<file path="config.mk">
export PLATFORM = sky130hd
export DESIGN_NAME = mult_share_arbiter_flat
export DESIGN_NICKNAME = d
export VERILOG_FILES = /design/src/rtl/mult_share_arbiter_if.sv /design/src/rtl/mult_share_arbiter.sv /design/src/flat_wrapper.sv
export SDC_FILE = /design/constraint.sdc
export NUM_CORES = 1
export LEC_CHECK = 0
export CAP_MARGIN = 20
export CORE_AREA = 5 5 180 182
export DETAILED_ROUTE_END_ITERATION = 16
export DIE_AREA = 0 0 185 187
export GPL_TIMING_DRIVEN = 0
export PLACE_DENSITY = 0.5
export RECOVER_POWER = 100
export SETUP_SLACK_MARGIN = 0.05
export SLEW_MARGIN = 20
export SYNTH_ARGS = -nofsm -noshare
export SYNTH_HDL_FRONTEND = slang
export SYNTH_SLANG_ARGS = --single-unit
export TNS_END_PERCENT = 50
</file>
<file path="constraint.sdc">
create_clock -name clk -period 3.19 [get_ports clk]
set_input_delay 0.638 -clock clk [delete_from_list [all_inputs] [get_ports clk]]
set_output_delay 0.638 -clock clk [all_outputs]
set_load 0.01 [all_outputs]
</file>
<file path="src/rtl/mult_share_arbiter_if.sv">
// Bundle of requester, multiplier and response signals around the shared multiplier.
// The arbiter connects through the slave modport; the requesters and multiplier side use master.
interface mult_share_arbiter_if #(
    parameter int N_REQ = 4,
    parameter int ID_W  = 2
);
    logic [N_REQ-1:0]    req_valid;
    logic [N_REQ-1:0]    req_ready;
    logic [32*N_REQ-1:0] req_a;
    logic [32*N_REQ-1:0] req_b;
    logic [31:0]         mul_a;
    logic [31:0]         mul_b;
    logic [63:0]         mul_res;
    logic [N_REQ-1:0]    rsp_valid;
    logic [ID_W-1:0]     rsp_id;
    logic [63:0]         rsp_data;
    logic                busy;

    modport slave (
        input  req_valid, req_a, req_b, mul_res,
        output req_ready, mul_a, mul_b, rsp_valid, rsp_id, rsp_data, busy
    );

    modport master (
        output req_valid, req_a, req_b, mul_res,
        input  req_ready, mul_a, mul_b, rsp_valid, rsp_id, rsp_data, busy
    );
endinterface

</file>
<file path="src/rtl/mult_share_arbiter.sv">
// Round-robin sharing of one pipelined 32x32->64 multiplier among N_REQ requesters.
// Define MULT_ARB_FIXED_PRIO_EN for fixed lowest-index-wins priority (no pointer register).
module mult_share_arbiter #(
    parameter int N_REQ   = 4,
    parameter int ID_W    = 2,
    parameter int MUL_LAT = 2
) (
    input  logic                 clk,
    input  logic                 reset,
    input  logic                 flush,
    mult_share_arbiter_if.slave  bus
);

    function automatic logic [N_REQ-1:0] id_decode(input logic [ID_W-1:0] id, input logic vld);
        logic [N_REQ-1:0] res;
        res = '0;
        if (vld) begin
            res[id] = 1'b1;
        end else begin
            res = '0;
        end
        return res;
    endfunction

    function automatic logic [ID_W-1:0] lane_idx(input logic [ID_W-1:0] start, input int k);
        return ID_W'((int'(start) + k) % N_REQ);
    endfunction

    logic [ID_W-1:0]  ptr_s;
    logic             hit_s;
    logic [ID_W-1:0]  grant_id_s;
    logic             xfer_s;
    logic [31:0]      sel_a_s;
    logic [31:0]      sel_b_s;
    logic [31:0]      mul_a_r;
    logic [31:0]      mul_b_r;
    logic [MUL_LAT:0] tag_vld_r;
    logic [ID_W-1:0]  tag_id_r [0:MUL_LAT];

`ifdef MULT_ARB_FIXED_PRIO_EN
    assign ptr_s = '0;
`else
    logic [ID_W-1:0] ptr_r;
    logic [ID_W-1:0] next_ptr_s;

    assign next_ptr_s = ID_W'((int'(grant_id_s) + 1) % N_REQ);

    // Round-robin pointer: one past the most recently granted requester.
    always_ff @(posedge clk or posedge reset) begin
        if (reset) begin
            ptr_r <= '0;
        end else if (xfer_s) begin
            ptr_r <= next_ptr_s;
        end else begin
            ptr_r <= ptr_r;
        end
    end

    assign ptr_s = ptr_r;
`endif

    // Pick the first valid requester at or after the search start, wrapping.
    always_comb begin
        hit_s      = 1'b0;
        grant_id_s = '0;
        for (int k = 0; k < N_REQ; k++) begin
            if (!hit_s && bus.req_valid[lane_idx(ptr_s, k)]) begin
                hit_s      = 1'b1;
                grant_id_s = lane_idx(ptr_s, k);
            end else begin
                hit_s      = hit_s;
                grant_id_s = grant_id_s;
            end
        end
    end

    // Flush and reset both veto the grant within the same cycle.
    assign xfer_s        = hit_s && !flush && !reset;
    assign bus.req_ready = id_decode(grant_id_s, xfer_s);

    assign sel_a_s = bus.req_a[32*int'(grant_id_s) +: 32];
    assign sel_b_s = bus.req_b[32*int'(grant_id_s) +: 32];

    // Operand registers feeding the multiplier; hold when nothing transfers.
    always_ff @(posedge clk or posedge reset) begin
        if (reset) begin
            mul_a_r <= 32'd0;
            mul_b_r <= 32'd0;
        end else if (xfer_s) begin
            mul_a_r <= sel_a_s;
            mul_b_r <= sel_b_s;
        end else begin
            mul_a_r <= mul_a_r;
            mul_b_r <= mul_b_r;
        end
    end

    assign bus.mul_a = mul_a_r;
    assign bus.mul_b = mul_b_r;

    // Tag pipeline tracking requester ids alongside the multiplier stages.
    always_ff @(posedge clk or posedge reset) begin
        if (reset) begin
            tag_vld_r <= '0;
            for (int k = 0; k <= MUL_LAT; k++) begin
                tag_id_r[k] <= '0;
            end
        end else begin
            if (flush) begin
                tag_vld_r <= '0;
            end else begin
                tag_vld_r <= {tag_vld_r[MUL_LAT-1:0], xfer_s};
            end
            tag_id_r[0] <= grant_id_s;
            for (int k = 1; k <= MUL_LAT; k++) begin
                tag_id_r[k] <= tag_id_r[k-1];
            end
        end
    end

    assign bus.rsp_valid = id_decode(tag_id_r[MUL_LAT], tag_vld_r[MUL_LAT]);
    assign bus.rsp_id    = tag_vld_r[MUL_LAT] ? tag_id_r[MUL_LAT] : '0;
    assign bus.rsp_data  = bus.mul_res;
    assign bus.busy      = |tag_vld_r;

endmodule

</file>
<file path="src/flat_wrapper.sv">
// flat-port wrapper written by rule: the top's interface ports become plain ports
module mult_share_arbiter_flat 
#(
    parameter int N_REQ   = 4,
    parameter int ID_W    = 2,
    parameter int MUL_LAT = 2
)
  (clk, reset, flush, bus_req_valid, bus_req_a, bus_req_b, bus_mul_res, bus_req_ready, bus_mul_a, bus_mul_b, bus_rsp_valid, bus_rsp_id, bus_rsp_data, bus_busy);
  mult_share_arbiter_if #(.N_REQ(N_REQ), .ID_W(ID_W)) bus_i ();
  input  logic clk;
  input  logic reset;
  input  logic flush;
  input wire logic [$bits(bus_i.req_valid)-1:0] bus_req_valid;
  input wire logic [$bits(bus_i.req_a)-1:0] bus_req_a;
  input wire logic [$bits(bus_i.req_b)-1:0] bus_req_b;
  input wire logic [$bits(bus_i.mul_res)-1:0] bus_mul_res;
  output wire logic [$bits(bus_i.req_ready)-1:0] bus_req_ready;
  output wire logic [$bits(bus_i.mul_a)-1:0] bus_mul_a;
  output wire logic [$bits(bus_i.mul_b)-1:0] bus_mul_b;
  output wire logic [$bits(bus_i.rsp_valid)-1:0] bus_rsp_valid;
  output wire logic [$bits(bus_i.rsp_id)-1:0] bus_rsp_id;
  output wire logic [$bits(bus_i.rsp_data)-1:0] bus_rsp_data;
  output wire logic [$bits(bus_i.busy)-1:0] bus_busy;
  assign bus_i.req_valid = bus_req_valid;
  assign bus_i.req_a = bus_req_a;
  assign bus_i.req_b = bus_req_b;
  assign bus_i.mul_res = bus_mul_res;
  assign bus_req_ready = bus_i.req_ready;
  assign bus_mul_a = bus_i.mul_a;
  assign bus_mul_b = bus_i.mul_b;
  assign bus_rsp_valid = bus_i.rsp_valid;
  assign bus_rsp_id = bus_i.rsp_id;
  assign bus_rsp_data = bus_i.rsp_data;
  assign bus_busy = bus_i.busy;
  mult_share_arbiter #(.N_REQ(N_REQ), .ID_W(ID_W), .MUL_LAT(MUL_LAT)) u_core (.clk(clk), .reset(reset), .flush(flush), .bus(bus_i));
endmodule
</file>
==> impl_results.md, run 1 <==
- Vias in the first global route: 6,588
- Largest net degree at the start of global routing: 47
- Worst path slowest cell: clkdlybuf4s50_1
- Critical path class: in -> out
- Die ar.: between 0.03 and 0.04 mm2
- Top-area cell type share of the netlist area: 35.1%
- Post-Synthesis Cells: 588
- Ys Warns: 0
- Max-slew violation count: 30
- Initial DRC Count: ~230
- Worst Setup End Kind: output pin
- Total Nets Final: between 1,000 and 1,500
- CP required: between 2 and 3 ns
- DRC: 0
- Final core utilization: about a third
- FMAX: 0.326 GHz
- I/O Pins: between 400 and 500
- Clock-pin slew on the worst setup and hold paths: about 0.06 ns
- TritonCTS Buffers: 9
- Crit path max-delay family: buffers and inverters
- Die width: between 150 and 200 um
- Row count: between 60 and 70
- Failing checks: max-capacitance violations, max-slew violations
- Setup-failing EPs final: 0
- Root Buffer: clkbuf_16
- Final period util: 96.1%
- Clock sinks: 75
- Synthesized area: around 0.0054 mm2
- Worst vdd ir: roughly 0.21 mV
- Remaining antenna violation count: 0
- TritonCTS clock tree: built
- Initial antenna violation count: 2
- Initial Util: about 18%
- Max-cap check violation count: 1
- CTS Hold Bufs: 0
- Worst min path class: reg -> reg
- Max Clock Skew: 0.00794 ns
- Post-synthesis sequential area ratio: roughly a third
- Largest stage delay on the critical path: roughly 0.48 ns
- Post-Route WL: about 29,000 um
- Layout cell share with drive strength beyond 1: between 10% and 20%
- Status: finished, violations left
- Syn Nets: 915
- Floorplan core area: between 0.03 and 0.04 mm2
- Wire per inst: a little over 20 um
- Number of vias per cell: ~4.5
- Placed cell area: 0.00987 mm2
- Crit start category: input pin
- Pwr dens: ~450 mW/mm2
- Clk buf depth: 2
- H-tree Lvls: 3
- Synth area leaders: dfrtp_1, mux2i_1, buf_4, a221oi_1, o21ai_0
- PortBufs: about 400
- Worst-Skew Late Latency: roughly 0.34 ns
- Worst-margin pin slew: ~1.6 ns
- Area grow syn2layout: 90.0%
- RePlAce Congestion: roughly 0.80
- CP Cell Sequence: clkdlybuf4s50_1, or3_1, buf_4, clkinv_4, buf_12, and3_1, dlygate4sd2_1
- Fin crit period: ~3.1 ns
- GRT Total Usage: between 15 and 20%
- DR vias: roughly 6,300
- Leakage: between 3 and 4 nW
- Slew headroom: -10.4%
- First-pass DRT Iterations: 4
- Total gr overflow: 0
- Post-route cell area: between 0.01 and 0.015 mm2
- RSZ-0062 raised after global routing: no
- Arr. time, crit path: between 2 and 2.5 ns
- Synth area leader: dfrtp_1
- Fin. Hold Viols: 0
- Avg Cell Area, Syn: approximately 9.1 um2
- Crit Path Max Fanout: 19
- First-pass GRT wire length: approximately 42,000 um
- DP HPWL: 23,500 um
- Crit path buf inv count: 5
- Die Height: ~190 um
- Synth unique cells: 37
- Yosys reg bits: 75
[state kept, by name, indices dropped and copies added (netlist names)]
| name | count |
|---|---|
| u_core.bus.mul_a | 32 |
| u_core.bus.mul_b | 32 |
| u_core.tag_id_r | 6 |
| u_core.tag_vld_r | 3 |
| u_core.ptr_r | 2 |
[layer usage]
layer  global-route usage, %  up-vias  part of all wire, %
met5                       0        -                    0
met4                    3.90        0                  1.8
met2                    27.4      271                   49
met1                    20.2     3006                   42
li1                        -     3026                    -
met3                    3.44       28                  7.0
[final timing paths]
path                                    startpoint  slack [ns]  depth (start not counted)                    to
worst max-delay path                         flush        0.13                          7      bus_req_ready[2]
worst min-delay path            u_core.tag_id_r[3]        0.35                          0    u_core.tag_id_r[1]
worst max register to register     u_core.ptr_r[1]        0.71                          9   u_core.bus.mul_a[6]
worst min register to register  u_core.tag_id_r[3]        0.35                          0    u_core.tag_id_r[1]
max in group asynchronous                    reset        1.27                          3  u_core.bus.mul_b[28]
min in group asynchronous                    reset        1.04                          2   u_core.tag_vld_r[0]
[cells by family after synthesis]
| family | share of synthesized area, % |
|---|---|
| compound gates | 29.7 |
| buf+inv | 15.0 |
| flops | 35.1 |
| mux | 12.0 |
| simple gates | 8.30 |
[placed cells by master (no fill, tap or decap), types with 6 or more instances in the layout]
| cell type | instances |
|---|---|
| o21ai_0 | 83 |
| buf_2 | 17 |
| o2bb2ai_1 | 24 |
| o21ai_1 | 7 |
| o22ai_1 | 40 |
| clkdlybuf4s50_1 | 258 |
| clkbuf_16 | 9 |
| dfrtp_1 | 75 |
| clkbuf_1 | 28 |
| nand3_1 | 24 |
| nor2_1 | 42 |
| dlygate4sd3_1 | 135 |
| mux2i_1 | 64 |
| dlygate4sd2_1 | 6 |
| a221oi_1 | 40 |
| buf_6 | 6 |
| a41oi_1 | 24 |
| buf_4 | 68 |
| nor2b_1 | 6 |
[Yosys cell counts (all sizes together)]
cell type	number
nor3b	1
o2bb2ai	24
dfrtp	75
o21bai	1
nor3	5
nand2	2
and3b	1
o32ai	1
mux2i	64
a211oi	1
or3	3
buf	97
a41oi	24
o221ai	1
a21boi	1
o22ai	41
and3	2
nor2b	8
o211a	1
a21oi	5
nand2b	1
clkinv	1
nor4	1
o21ai	90
nor2	42
nand3	24
and2	3
a221oi	40
clkbuf	24
inv	4
[power by group]
part	internal (mW)	switching [mW]
sequential	1.19	0.179
combinational	1.11	1.05
clock	0.573	0.437
total	2.87	1.66
[what timing repair did]
item,CTS,global route
gates resized for setup,15,2
setup buffers,2,0
endpoints found under the setup margin,4,1
pin swaps,1,0
[area by class of cell]
type | instances | area [um2]
Antenna cell | 2 | 5.00
Buffer | 118 | 788
Clock buffer | 13 | 260
Clock inverter | 3 | 22.5
Fill cell | 3172 | 20300
Inverter | 5 | 25.0
Multi-Input combinational cell | 387 | 2670
Sequential cell | 75 | 1880
Tap cell | 396 | 495
Timing Repair Buffer | 402 | 4030
[stage by stage]
stage	TNS, ns	hold WS (ns)	instances	setup slack, ns	power, mW
floorplan	0	0.331	588	0.642	2.41
global placement	-94.09	0.336	1383	-1.22	3.69
detailed placement	-2.82	0.336	1384	-0.812	3.70
CTS	0	0.355	1399	0.0808	4.75
global route	0	0.358	1401	0.0421	4.85
finish	0	0.351	1401	0.126	4.54
Note: power is estimated with default switching activity, not from simulation.
==> inputs of run 2 (changes only) <==
--- a/config.mk
+++ b/config.mk
@@ -10,8 +10,10 @@
 export DETAILED_ROUTE_END_ITERATION = 16
 export DIE_AREA = 0 0 185 187
 export GPL_TIMING_DRIVEN = 0
+export HOLD_SLACK_MARGIN = 0.1
 export PLACE_DENSITY = 0.5
 export RECOVER_POWER = 100
+export REMOVE_ABC_BUFFERS = 1
 export SETUP_SLACK_MARGIN = 0.05
 export SLEW_MARGIN = 20
 export SYNTH_ARGS = -nofsm -noshare
==> impl_results.md, run 2 (synthesis gave the netlist of run 1 again) <==
- Number of vias per cell: roughly 4.8
- DRC: 0
- Area grow syn2layout: 74.5%
- Max Clock Skew: between 0.01 and 0.015 ns
- Worst R2R Start: u_core.ptr_r[1]
- Leakage: between 3 and 4 nW
- Row count: 64
- Finished Layout Cells: around 1,200
- R2R setup slack: about 0.51 ns
- Met2 GRT Util: around a quarter
- Met1 Use GR: around a fifth
- GRT Total Usage: 17.0%
- Placed cell area: just under 0.009 mm2
- Layout cell share with drive strength beyond 1: 7.33%
- Critical path class: in -> out
- Reg power frac: slightly below 30%
- Fin. Hold Viols: 0
- Switching Fraction: 35.2%
- DR vias: just under 6,000
- Wire per inst: around 25 um
- TritonCTS clock tree: built
- Floorplan core area: roughly 0.030 mm2
- Worst R2R Path Depth: 6
- Pwr dens: ~500 mW/mm2
- Most frequent cells in the layout: clkdlybuf4s50_1, o21ai_0, dfrtp_1
- RePlAce Congestion: approximately 0.76
- Hold Path End: u_core.tag_id_r[1]
- TritonCTS Buffers: 9
- Arr. time, crit path: 2.45 ns
- Hold path depth: 0
- Clock-pin slew on the worst setup and hold paths: approximately 0.060 ns
- Worst R2R End: u_core.bus.mul_b[28]
- H-tree Lvls: 3
- Initial Util: between 10% and 20%
- M3 GR Usage: a little under an eighth
- Crit Path Max Fanout: 17
- Status: finished, violations left
- Max-cap check violation count: 1
- Total Nets Final: 1,168
- CP required: 2.55 ns
- Die Height: 187 um
- Worst-margin pin slew: roughly 1.8 ns
- Die ar.: 0.0346 mm2
- Failing checks: max-capacitance violations, max-slew violations
- Total gr overflow: 0
- Worst Setup End Kind: output pin
- Clk buf depth: 2
- Post-route cell area: between 0.009 and 0.01 mm2
- Root Buffer: clkbuf_16
- CTS Hold Bufs: 0
- Vias in the first global route: ~6,000
- Clock sinks: between 70 and 80
- Die width: between 150 and 200 um
- Internal Power: 3.04 mW
- Initial DRC Count: approximately 230
- Global route hottest layer: met2
- Fin crit period: a little over 3 ns
- Pwr Total: roughly 4.7 mW
- PortBufs: between 300 and 400
- First-pass GRT wire length: 43,600 um
- Crit start category: input pin
- Slew headroom: -18.4%
- Most common cell after layout, fill and taps aside: clkdlybuf4s50_1
- Remaining antenna violation count: 0
- Hold WS: roughly 0.35 ns
- Worst-Skew Late Latency: ~0.34 ns
- First-pass DRT Iterations: 4
- Hold path start: u_core.tag_id_r[3]
- Max-slew violation count: 41
- Final period util: a little over nine tenths
- FMAX: between 0.3 and 0.4 GHz
- Initial antenna violation count: 1
- Setup-failing EPs final: 0
- Worst min path class: reg -> reg
- Worst vdd ir: 0.282 mV
- Clock share of power: 25.2%
- I/O Pins: between 400 and 500
- Cells after DPL: about 1,200
- NetSw: 1.66 mW
- Largest net degree at the start of global routing: just under 70
- RSZ-0062 raised after global routing: yes
- DP HPWL: between 20,000 and 25,000 um
- Post-Route WL: ~31,000 um
- Logic gate share of total power: approximately 46%
==> run 2: power groups by stage <==
stage                     Sequential, mW  Combinational, mW  Clock, mW
after floorplan                     1.46              0.827          0
final                               1.37               2.14       1.18
after CTS                           1.38               2.27       1.25
after global routing                1.41               2.31       1.27
after detailed placement            1.39               2.19          0
after global placement              1.38               2.08          0
==> run 2: worst max-delay path: stages <==
cell and delay [ns]:
dlygate4sd2_1 0.30, or3_4 0.45, buf_4 0.24, a21oi_1 0.15, dlygate4sd3_1 0.66
==> run 2: worst max path at each step <==
stage / from / endpoint / slack, ns / depth (start not counted)
after CTS: bus_req_valid[3] / bus_req_ready[2] / 0.06 / 7
after global routing: reset / bus_req_ready[0] / 0.04 / 5
after detailed placement: bus_req_valid[1] / bus_req_ready[1] / -1.46 / 8
after global placement: bus_req_valid[3] / bus_req_ready[2] / -5.63 / 6
final: reset / bus_req_ready[0] / 0.10 / 5
after floorplan: bus_req_valid[2] / bus_req_ready[2] / -1.33 / 4
==> run 2: routing by layer <==
metal  vias up  wire (um)
li1       2708          -
met1      2847      12500
met2       349      13100
met3        28       4810
met4         8        347
met5         -        323
==> run 2: cell type report <==
type	count	area, um2
clock inverter	5	85.1
fill	3163	21100
timing repair inverter	1	16.3
sequential	75	1880
tap	396	495
multi-input combinational	389	2790
inverter	5	47.5
antenna	1	2.50
clock buffer	11	253
timing repair buffer	360	3770
==> run 2: metrics by stage <==
| step | TNS, ns | setup WS, ns | util [%] |
|---|---|---|---|
| after floorplan | -60.18 | -1.33 | - |
| after global placement | -418.73 | -5.63 | 27.7 |
| after detailed placement | -31.50 | -1.46 | 29.0 |
| after CTS | 0 | 0.0630 | 30.7 |
| after global routing | 0 | 0.0397 | 30.7 |
| final | 0 | 0.103 | 30.7 |
==> run 2: timing repair <==
action | CTS | global route
gates cloned | 4 | 0
buffers inserted | 7 | 3
resized for setup | 37 | 3
endpoints found under the setup margin | 45 | 3
pin swaps | 4 | 1
==> inputs of run 3 (changes only) <==
--- a/config.mk
+++ b/config.mk
@@ -6,12 +6,14 @@
 export NUM_CORES = 1
 export LEC_CHECK = 0
 export CAP_MARGIN = 20
-export CORE_AREA = 5 5 180 182
+export CORE_AREA = 8 8 176 178
+export CTS_BUF_LIST = sky130_fd_sc_hd__clkbuf_4
+export CTS_CLUSTER_SIZE = 8
 export DETAILED_ROUTE_END_ITERATION = 16
-export DIE_AREA = 0 0 185 187
+export DIE_AREA = 0 0 184 186
 export GPL_TIMING_DRIVEN = 0
 export HOLD_SLACK_MARGIN = 0.1
-export PLACE_DENSITY = 0.5
+export PLACE_DENSITY = 0.53
 export RECOVER_POWER = 100
 export REMOVE_ABC_BUFFERS = 1
 export SETUP_SLACK_MARGIN = 0.05
==> impl_results.md, run 3 (synthesis gave the netlist of run 1 again) <==
- Worst Setup End Kind: output pin
- Max Clock Skew: 0.0231 ns
- Area grow syn2layout: 69.6%
- DR vias: between 5,000 and 6,000
- First-pass GRT wire length: around 45,000 um
- Die Height: approximately 190 um
- Worst vdd ir: ~0.18 mV
- Worst R2R Start: u_core.ptr_r[0]
- Clock sinks: between 70 and 80
- Remaining antenna violation count: 0
- Crit Path Max Fanout: 16
- Most common cell after layout, fill and taps aside: clkdlybuf4s50_1
- Worst R2R Path Depth: 8
- Worst min path class: reg -> reg
- H-tree Lvls: 3
- Largest net degree at the start of global routing: just under 70
- GRT Total Usage: 17.9%
- CTS Hold Bufs: 0
- Die ar.: about 0.034 mm2
- Pwr dens: about 470 mW/mm2
- Wire per inst: ~26 um
- CP required: 2.55 ns
- PortBufs: 337
- Final core utilization: 32.2%
- Clk buf depth: 2
- Ant. Diodes: 0
- Post-Route WL: approximately 32,000 um
- Fin crit period: slightly above 3 ns
- DRC: 0
- Hold Path End: u_core.tag_id_r[0]
- I/O Pins: 466
- Worst-Skew Late Latency: around 0.46 ns
- Root Buffer: clkbuf_4
- R2R setup slack: around 0.33 ns
- Worst-margin pin slew: roughly 2.1 ns
- TritonCTS Buffers: 9
- Max-cap check violation count: 2
- CP Cell Sequence: dlygate4sd2_1, or3_4, buf_4, a21oi_1, dlygate4sd3_1
- Critical path class: in -> out
- Floorplan core area: about 0.028 mm2
- Final period util: roughly 97%
- Clock-pin slew on the worst setup and hold paths: ~0.14 ns
- Setup-failing EPs final: 0
- Initial Util: a little under a fifth
- Most frequent cells in the layout: clkdlybuf4s50_1, o21ai_0, dfrtp_1
- Row count: 62
- Largest stage delay on the critical path: between 0.6 and 0.7 ns
- RSZ-0062 raised after global routing: yes
- Status: finished, violations left
- Arr. time, crit path: 2.45 ns
- Total Nets Final: approximately 1,200
- Initial antenna violation count: 0
- Fin. Hold Viols: 0
- Failing checks: max-capacitance violations, max-slew violations
- Layout cell share with drive strength beyond 1: under 10%
- Slew headroom: -40.6%
- Worst path slowest cell: dlygate4sd3_1
- Die width: between 150 and 200 um
- First-pass DRT Iterations: 6
- Number of vias per cell: between 4 and 5
- Pwr Total: roughly 4.3 mW
- Hold path depth: 0
- Leakage: approximately 3.4 nW
- Initial DRC Count: 267
- Vias in the first global route: roughly 6,300
- Hold path start: u_core.tag_id_r[2]
- Crit start category: input pin
- TritonCTS clock tree: built
- FMAX: 0.324 GHz
- Worst R2R End: u_core.bus.mul_a[27]
- Max-slew violation count: 43
- RePlAce Congestion: 0.806
- DP HPWL: about 24,000 um
- Total gr overflow: 0
run 3: through the flow:
| step | hold WS (ns) | cells | setup WS, ns | instance area, um2 | TNS [ns] |
|---|---|---|---|---|---|
| finish | 0.365 | 1229 | 0.101 | 9080 | 0 |
| global route | 0.380 | 1229 | 0.0259 | 9080 | 0 |
| CTS | 0.370 | 1228 | 0.0653 | 9170 | 0 |
| detailed placement | 0.336 | 1201 | -1.19 | 8810 | -30.18 |
| global placement | 0.334 | 1188 | -5.64 | 8430 | -423.00 |
| floorplan | 0.331 | 467 | -1.33 | 4570 | -60.18 |
run 3: timing repair:
| item | 4_1_cts | 5_1_grt |
|---|---|---|
| pin swaps | 4 | 1 |
| endpoints found under the setup margin | 32 | 4 |
| cloned | 3 | 0 |
| setup buffers | 8 | 1 |
| gates resized for setup | 33 | 5 |
run 3: worst max-delay path: cells and delay by family:
| kind | cells | cell delay [ns] |
|---|---|---|
| buf+inv | 3 | 1.20 |
| simple gates | 1 | 0.44 |
| compound gates | 1 | 0.16 |
run 3: cell type report:
cell class / instances / area [um2]
Timing Repair inverter: 1 / 5.00
Multi-Input combinational cell: 388 / 2770
Clock buffer: 9 / 67.6
Sequential cell: 75 / 1880
Tap cell: 384 / 480
Fill cell: 2948 / 19200
Clock inverter: 7 / 121
Inverter: 5 / 46.3
Timing Repair Buffer: 360 / 3710
run 3: how the worst max path moves through the flow:
stage	slack, ns	to	start
2_1_floorplan	-1.33	bus_req_ready[2]	bus_req_valid[2]
5_1_grt	0.03	u_core.bus.mul_a[21]	bus_req_valid[0]
3_3_place_gp	-5.64	bus_req_ready[2]	bus_req_valid[3]
6_report	0.10	bus_req_ready[0]	reset
3_5_place_dp	-1.19	bus_req_ready[2]	bus_req_valid[1]
4_1_cts	0.07	bus_req_ready[2]	bus_req_valid[1]
run 3: report_power, final:
part,internal (mW),leakage (nW),switching [mW]
Sequential,1.19,0.808,0.168
Combinational,1.09,2.48,1.01
Clock,0.404,0.101,0.424
run 3: metal layers:
layer / vias to the layer above / global-route usage, % / wire length [um]
li1: 2710 / - / -
met1: 2832 / 21.0 / 12900
met2: 335 / 25.5 / 13500
met3: 17 / 13.4 / 5110
met4: 4 / 3.00 / 266
met5: - / 5.33 / 188
